File: src/rtl/mesh_term_src.sv
// mesh_term_src: source-side terminal FIFO feeding one mesh input port.
// Show-ahead circular buffer with drop/underflow reporting and saturating
// statistics counters for injected-vs-accepted reconciliation.
module mesh_term_src #(
    parameter int pckg_sz    = 40,
    parameter int fifo_depth = 4,
    parameter int cnt_w      = 16
) (
    input  logic                          clk,
    input  logic                          reset,
    input  logic                          push,
    input  logic [pckg_sz-1:0]            din,
    output logic                          full,
    output logic [$clog2(fifo_depth):0]   count,
    output logic                          pndng,
    output logic [pckg_sz-1:0]            data_out,
    input  logic                          popin,
    output logic                          overflow,
    output logic [pckg_sz-1:0]            ovf_data,
    output logic                          underflow,
    output logic [cnt_w-1:0]              tx_cnt,
    output logic [cnt_w-1:0]              drop_cnt
);

    localparam int PW = $clog2(fifo_depth);
    localparam int CW = PW + 1;

    localparam logic [PW-1:0]    LAST_PTR = PW'(fifo_depth - 1);
    localparam logic [PW-1:0]    PTR_ONE  = PW'(1);
    localparam logic [CW-1:0]    CNT_ONE  = CW'(1);
    localparam logic [CW-1:0]    CNT_FULL = CW'(fifo_depth);
    localparam logic [cnt_w-1:0] STAT_MAX = {cnt_w{1'b1}};
    localparam logic [cnt_w-1:0] STAT_ONE = cnt_w'(1);

    logic [pckg_sz-1:0] r_mem [fifo_depth];
    logic [PW-1:0]      r_wr_ptr;
    logic [PW-1:0]      r_rd_ptr;
    logic [CW-1:0]      r_count;
    logic               r_overflow;
    logic               r_underflow;
    logic [pckg_sz-1:0] r_ovf_data;
    logic [cnt_w-1:0]   r_tx_cnt;
    logic [cnt_w-1:0]   r_drop_cnt;

    logic               w_full;
    logic               w_empty;
    logic               w_do_pop;
    logic               w_do_push;
    logic               w_drop;
    logic               w_udf;
    logic [CW-1:0]      w_count_nxt;
    logic [cnt_w-1:0]   w_tx_nxt;
    logic [cnt_w-1:0]   w_drop_nxt;
    logic [pckg_sz-1:0] w_data_out;

    // Explicit wrap from the last slot back to zero (depth need not be 2^n).
    function automatic logic [PW-1:0] ptr_inc(input logic [PW-1:0] p);
        if (p == LAST_PTR) begin
            return {PW{1'b0}};
        end else begin
            return p + PTR_ONE;
        end
    endfunction

    assign w_full    = (r_count == CNT_FULL);
    assign w_empty   = (r_count == {CW{1'b0}});
    assign w_do_pop  = popin && !w_empty;
    // A pop in the same cycle frees the slot, so a push at full is still accepted.
    assign w_do_push = push && (!w_full || w_do_pop);
    assign w_drop    = push && w_full && !popin;
    assign w_udf     = popin && w_empty;

    // Next occupancy and saturating statistics.
    always_comb begin
        w_count_nxt = r_count;
        w_tx_nxt    = r_tx_cnt;
        w_drop_nxt  = r_drop_cnt;
        case ({w_do_push, w_do_pop})
            2'b10:   w_count_nxt = r_count + CNT_ONE;
            2'b01:   w_count_nxt = r_count - CNT_ONE;
            default: w_count_nxt = r_count;
        endcase
        if (w_do_pop && (r_tx_cnt != STAT_MAX)) begin
            w_tx_nxt = r_tx_cnt + STAT_ONE;
        end else begin
            w_tx_nxt = r_tx_cnt;
        end
        if (w_drop && (r_drop_cnt != STAT_MAX)) begin
            w_drop_nxt = r_drop_cnt + STAT_ONE;
        end else begin
            w_drop_nxt = r_drop_cnt;
        end
    end

    // Show-ahead head entry; forced to zero while empty.
    always_comb begin
        w_data_out = {pckg_sz{1'b0}};
        if (w_empty) begin
            w_data_out = {pckg_sz{1'b0}};
        end else begin
            w_data_out = r_mem[r_rd_ptr];
        end
    end

    // Storage array write; contents are deliberately not cleared by reset.
    always_ff @(posedge clk) begin
        if (w_do_push && !reset) begin
            r_mem[r_wr_ptr] <= din;
        end
    end

    // Pointers, occupancy, flags and counters.
    always_ff @(posedge clk) begin
        if (reset) begin
            r_wr_ptr    <= {PW{1'b0}};
            r_rd_ptr    <= {PW{1'b0}};
            r_count     <= {CW{1'b0}};
            r_overflow  <= 1'b0;
            r_underflow <= 1'b0;
            r_ovf_data  <= {pckg_sz{1'b0}};
            r_tx_cnt    <= {cnt_w{1'b0}};
            r_drop_cnt  <= {cnt_w{1'b0}};
        end else begin
            if (w_do_push) begin
                r_wr_ptr <= ptr_inc(r_wr_ptr);
            end
            if (w_do_pop) begin
                r_rd_ptr <= ptr_inc(r_rd_ptr);
            end
            if (w_drop) begin
                r_ovf_data <= din;
            end
            r_count     <= w_count_nxt;
            r_overflow  <= w_drop;
            r_underflow <= w_udf;
            r_tx_cnt    <= w_tx_nxt;
            r_drop_cnt  <= w_drop_nxt;
        end
    end

    assign full      = w_full;
    assign count     = r_count;
    assign pndng     = !w_empty;
    assign data_out  = w_data_out;
    assign overflow  = r_overflow;
    assign ovf_data  = r_ovf_data;
    assign underflow = r_underflow;
    assign tx_cnt    = r_tx_cnt;
    assign drop_cnt  = r_drop_cnt;

endmodule
File: config.mk
export PLATFORM = sky130hd
export DESIGN_NAME = mesh_term_src
export DESIGN_NICKNAME = d
export VERILOG_FILES = /design/src/rtl/mesh_term_src.sv
export SDC_FILE = /design/constraint.sdc
export NUM_CORES = 1
export LEC_CHECK = 0
export BUFFER_PORTS_ARGS = -buffer_cell sky130_fd_sc_hd__buf_2
export CAP_MARGIN = 20
export CORE_MARGIN = 2
export CORE_UTILIZATION = 45
export DETAILED_ROUTE_END_ITERATION = 12
export MAX_ROUTING_LAYER = met4
export PLACE_DENSITY = 0.71
export SLEW_MARGIN = 20
export SYNTH_ARGS = -nofsm -noshare
export SYNTH_HDL_FRONTEND = slang
export SYNTH_SLANG_ARGS = --single-unit
File: constraint.sdc
create_clock -name clk -period 2.9 [get_ports clk]
set_input_delay 0.29 -clock clk [delete_from_list [all_inputs] [get_ports clk]]
set_output_delay 0.29 -clock clk [all_outputs]
set_load 0.005 [all_outputs]
### Word level (Yosys, flattened, before mapping)

Memories as Yosys holds them, arrays and structs flattened. A register that Yosys moved wholly into a read port is not among the register bits.
Index checks and enable logic that the tools add are counted.

* register bits: 81
* memory bits (writable): 160
* output and inout bits: 119
* word-level logic and storage cells: 45
* memories: 1

* add/subtract/negate cells: 6
* eq/ne operators: 7
* mux-type cells: 8
* reduce and logical (&&, ||, !) cells: 15

Memory list
* r_mem: words 4, bits a word 40, rd ports 1, clocked after Yosys merged registers in 1, write ports 1, RTL line 35 `logic [pckg_sz-1:0] r_mem [fifo_depth];`

Operator list (number)
* $mux 40: 1
* $add 16x1->16 const B: 2
* $ne 16x16->1 const B: 2
* $logic_and 1x1->1: 8
* $mux 2: 4
* $eq 2x2->1 const B: 3
* $pmux 3 s2: 1
* $add 2x1->2 const B: 2
* $logic_not 1->1: 4
* $add 3x1->3 const B: 1
* $eq 3x3->1 const B: 1
* $logic_not 3->1: 1
* $sub 3x1->3 const B: 1
* $eq 2x1->1 const B: 1
* $mux 1: 2
* $reduce_bool 2->1: 1
* $logic_or 1x1->1: 1

### Longest topological paths before layout

* depth after elaboration: 8
* depth in mapped cells: 8
* mapped depth without buffers: 7

### Worst setup path before layout

OpenSTA, ideal clock, no wires.

* kind: reg2reg
* from: register r_count[2], in the netlist count[2]
* to: memory r_mem[0][0] (enable)
* library setup time: 401 ps
* arrival: 1957 ps
* required time: 2499 ps
* slack: 542 ps
* cell stages (with the launch flop): 6
* buffers on the path: 1
* clock period less this slack: 2358 ps
* cells stage by stage: dfxtp_1 -> buf_2 -> nor4b_4 -> nand2b_1 -> nor2_1 -> and2_1

* cells in the longest elaborated chain, start to end: 8
* elaborated cells between the ends (all ways): 10
* classes of those cells: eq/ne: 1; mux: 2; reduce/logical: 7

RTL lines
* start, declared: RTL line 38 `logic [CW-1:0] r_count;`
* start signal, assigned: RTL line 117 `r_count <= {CW{1'b0}};`
* start signal, assigned: RTL line 133 `r_count <= w_count_nxt;`
* $logic_not 3->1: RTL line 66 `assign w_empty = (r_count == {CW{1'b0}});`
* $logic_not 1->1: RTL line 67 `assign w_do_pop = popin && !w_empty;`
* $logic_and 1x1->1: RTL line 67
* $logic_or 1x1->1 (*): RTL line 69 `assign w_do_push = push && (!w_full || w_do_pop);`
* $logic_and 1x1->1 (*): RTL line 69
* $logic_and 1x1->1 (*): RTL line 107 `if (w_do_push && !reset) begin`
* $mux 1 (*): RTL line 107
* $mux 1 (not written as such) (*): RTL line 108 `r_mem[r_wr_ptr] <= din;`
* end, declared: RTL line 35

Every way passes the cells marked *; elsewhere a longest branch is shown, timed or not.

==> flow_metrics.py <==
metrics = {
    "synth": {
        "yosysTopAreaCellShare_pct": 49.3,
        "ys.flop_type": "edfxtp_1",
        "synth_edf_count": 160,
        "synthTopCellsByArea": "edfxtp_1, dfxtp_1, mux4_2",
        "synthArstFlopShare_pct": 0,
        "synthCells": 706,
        "synth-seq-cells": 243,
        "netlist_area_um2": 9740,
        "yosysTopAreaCell": "edfxtp_1",
        "synth_warnings": 0,
        "synth.distinct_cells": 52,
        "synth_top_family_by_area": "simple AND/OR/NAND/NOR gates",
        "synth_compound_area_share_pct": 6.50,
        "synth-adder-area-share_pct": 1.10,
        "syn_nets": 758,
        "synthSimpleGateAreaFrac_pct": 13.1,
        "ys_seq_area_share_pct": 66.4,
        "synthMuxAreaShare_pct": 10.6,
        "synth_xor_area_share_pct": 0.180,
        "postSynthAreaPerCell_um2": 13.8,
    },
    "worst_hold_path": {
        "worstHoldStart": "din[29]",
        "min_to": "r_mem[0][29]$_DFFE_PP_",
        "holdCritPathClass": "in -> reg",
        "min_path_cells": 1,
    },
    "routing": {
        "drc": 0,
        "vias": 6291,
        "drtAntennaViolNets": 0,
        "routedWlPerCell_um": 17.3,
        "drt-total-wl_mm": 20.2,
        "vias_per_cell": 5.37,
        "drt_iter0_markers": 344,
        "dr.pass1.iters": 5,
    },
    "die": {
        "fp.dieW_um": 151,
        "dieArea_um2": 22800,
        "die_y_um": 151,
        "coreArea_um2": 21200,
        "rows": 53,
        "io_pins": 163,
        "initial_core_util_pct": 46.1,
    },
    "finish": {
        "fill_cells": 1751,
        "syn2layout_area_growth_pct": 20.6,
        "final_cell_mix": "buf_2, edfxtp_1, nand2_1, dfxtp_1, a21oi_1",
        "layout-drive-gt1-share_pct": 30.6,
        "layout_commonest_cell": "buf_2",
        "final_net_count": 926,
        "fin_cells": 1171,
        "final_util_pct": 55.6,
        "final_area_um2": 11800,
    },
    "timing": {
        "maxSlewViolCount": 0,
        "clock_skew_ns": 0.00868,
        "rsz0062_at_grt": "false",
        "whs_ns": 0.0166,
        "fmax_mhz": 385,
        "period_needed_ns": 2.60,
        "setup_slack_ns": 0.304,
        "slew_headroom_pct": 29.1,
        "hold_viol": 0,
        "setup_viol": 0,
        "worstMarginPinSlew_ns": 1.06,
        "finalCritPeriodShare_pct": 89.5,
        "fin_tns_setup_ns": 0,
    },
    "critical_path": {
        "critPathLaunchType": "flop",
        "cp_top_family": "flip-flops",
        "required_ns": 2.61,
        "rr_startpoint": "count[0]$_SDFFE_PP0P_",
        "cpMaxStageDelayCell": "dfxtp_4",
        "r2r_slack_ns": 0.48,
        "crit_chain": "buf_12 -> mux4_2 -> and2_1 -> buf_2",
        "critPathArrivalTime_ns": 2.31,
        "crit_type": "reg -> out",
        "crit_path_max_fanout": 24,
        "worst_setup_path_end_kind": "output port",
        "worst_r2r_endpoint": "r_mem[3][23]$_DFFE_PP_",
        "max_stage_delay_ns": 0.68,
        "rr_worst_depth": 4,
        "cp_num_buf_inv": 2,
        "path_depth": 4,
    },
    "place": {
        "dpl.hpwl_mm": 12.9,
        "pre_cts_slack_ns": 0.420,
        "port_buffers": 162,
        "place_congestion": 0.779,
        "place_area_um2": 10900,
        "placed_cells": 1114,
    },
    "grt": {
        "grt_antenna_before_repair": 2,
        "grt_pass1_vias": 5864,
        "track_usage_pct": 17.9,
        "grt_pass1_wl_mm": 31.2,
        "grt_overflow": 0,
        "grt_max_degree": 49,
    },
    "clock_network": {
        "cts_buffers": 26,
        "cts_tree": "done",
        "clk_pin_slew_worst_paths_ns": 0.06,
        "clk_latency_ns": 0.51,
        "cts.path.max_buffers": 3,
        "ctsHtreeMaxLevel": 1,
        "cts_root_buf": "clkbuf_16",
        "clkSinkCount": 243,
    },
    "job": {
        "drv_cap": 0,
    },
    "power": {
        "power_density_nw_per_um2": 662,
        "p_leak_nw": 4.25,
        "max-vdd-ir-drop_v": 0.000359,
        "total_power_mw": 7.78,
    },
    "status": {
        "status": "finished clean",
    },
}
cells in the mapped netlist, types with 3 or more instances:
cell	instances
a211oi_1	6
a21oi_1	63
a31oi_1	3
and2_1	46
and3_1	6
and4_1	3
buf_2	7
clkbuf_1	31
dfxtp_1	83
edfxtp_1	160
ha_1	7
inv_1	12
mux2_2	8
mux2i_1	4
mux4_2	40
nand2_1	97
nand2b_1	4
nand3_1	7
nand4_1	11
nor2_1	19
nor2b_1	8
nor3_1	8
nor4_1	4
o21ai_0	7
o31ai_1	10
o41ai_1	3
or3_1	6
or4_1	12
worst register-to-register path, stage by stage, from the launching register on:
cell and delay (ns):
dfxtp_1 0.56, nor4b_4 0.14, nand2b_1 0.22, nor2_1 0.20
and2_2 0.88
kinds of logic (layout without fill, tap and decap cells):
family          after synthesis  in the layout
flops                       243            243
simple gates                242            242
compound gates              106            106
buf+inv                      53            241
mux                          52             52
fa+ha+maj                     8              8
xor+xnor                      2              2
other cells                   0              2
layout make-up:
class | instances | area [um2] | area share, %
clock inverter | 12 | 92.6 | 0.788
sequential | 243 | 6470 | 55.1
antenna | 2 | 5.00 | 0.0426
timing repair buffer | 181 | 996 | 8.47
tap | 275 | 344 | 2.93
clock buffer | 36 | 729 | 6.21
multi-input combinational | 410 | 3070 | 26.1
inverter | 12 | 45.0 | 0.383
power breakdown:
part           switching (mW)  leakage, nW  internal (mW)
sequential             0.0839         2.12           3.78
clock                    1.31        0.400           1.85
combinational           0.376         1.72          0.377
total                    1.77         4.25           6.01
worst max-delay path by stage:
stage                                      from                endpoint  slack, ns
after floorplan           count[2]$_SDFFE_PP0P_   r_mem[0][0]$_DFFE_PP_       0.54
after global placement    count[0]$_SDFFE_PP0P_  r_mem[0][27]$_DFFE_PP_       0.52
after detailed placement  count[0]$_SDFFE_PP0P_  r_mem[0][28]$_DFFE_PP_       0.42
after CTS                                  flop             data_out[3]       0.24
after global routing                       flop             data_out[6]       0.17
final                                      flop             data_out[7]       0.30
state kept, by name (all words and copies together) (netlist names), named ones only:
register	cells
count	3
drop_cnt	16
overflow	1
ovf_data	40
r_mem	160
r_rd_ptr	2
r_wr_ptr	2
tx_cnt	16
underflow	1
repair_timing:
item | in CTS | in global routing
setup buffers | 0 | 0
resized for setup | 0 | 0
hold buffers | 7 | 0
hold endpoints to repair | 26 | 0
routing by layer:
metal | GRT usage (%) | wire, um
met5 | - | 0
met3 | 3.07 | 1170
met4 | 3.41 | 288
met1 | 23.9 | 8960
met2 | 29.3 | 9810
Power figures use the tool's default switching activity.
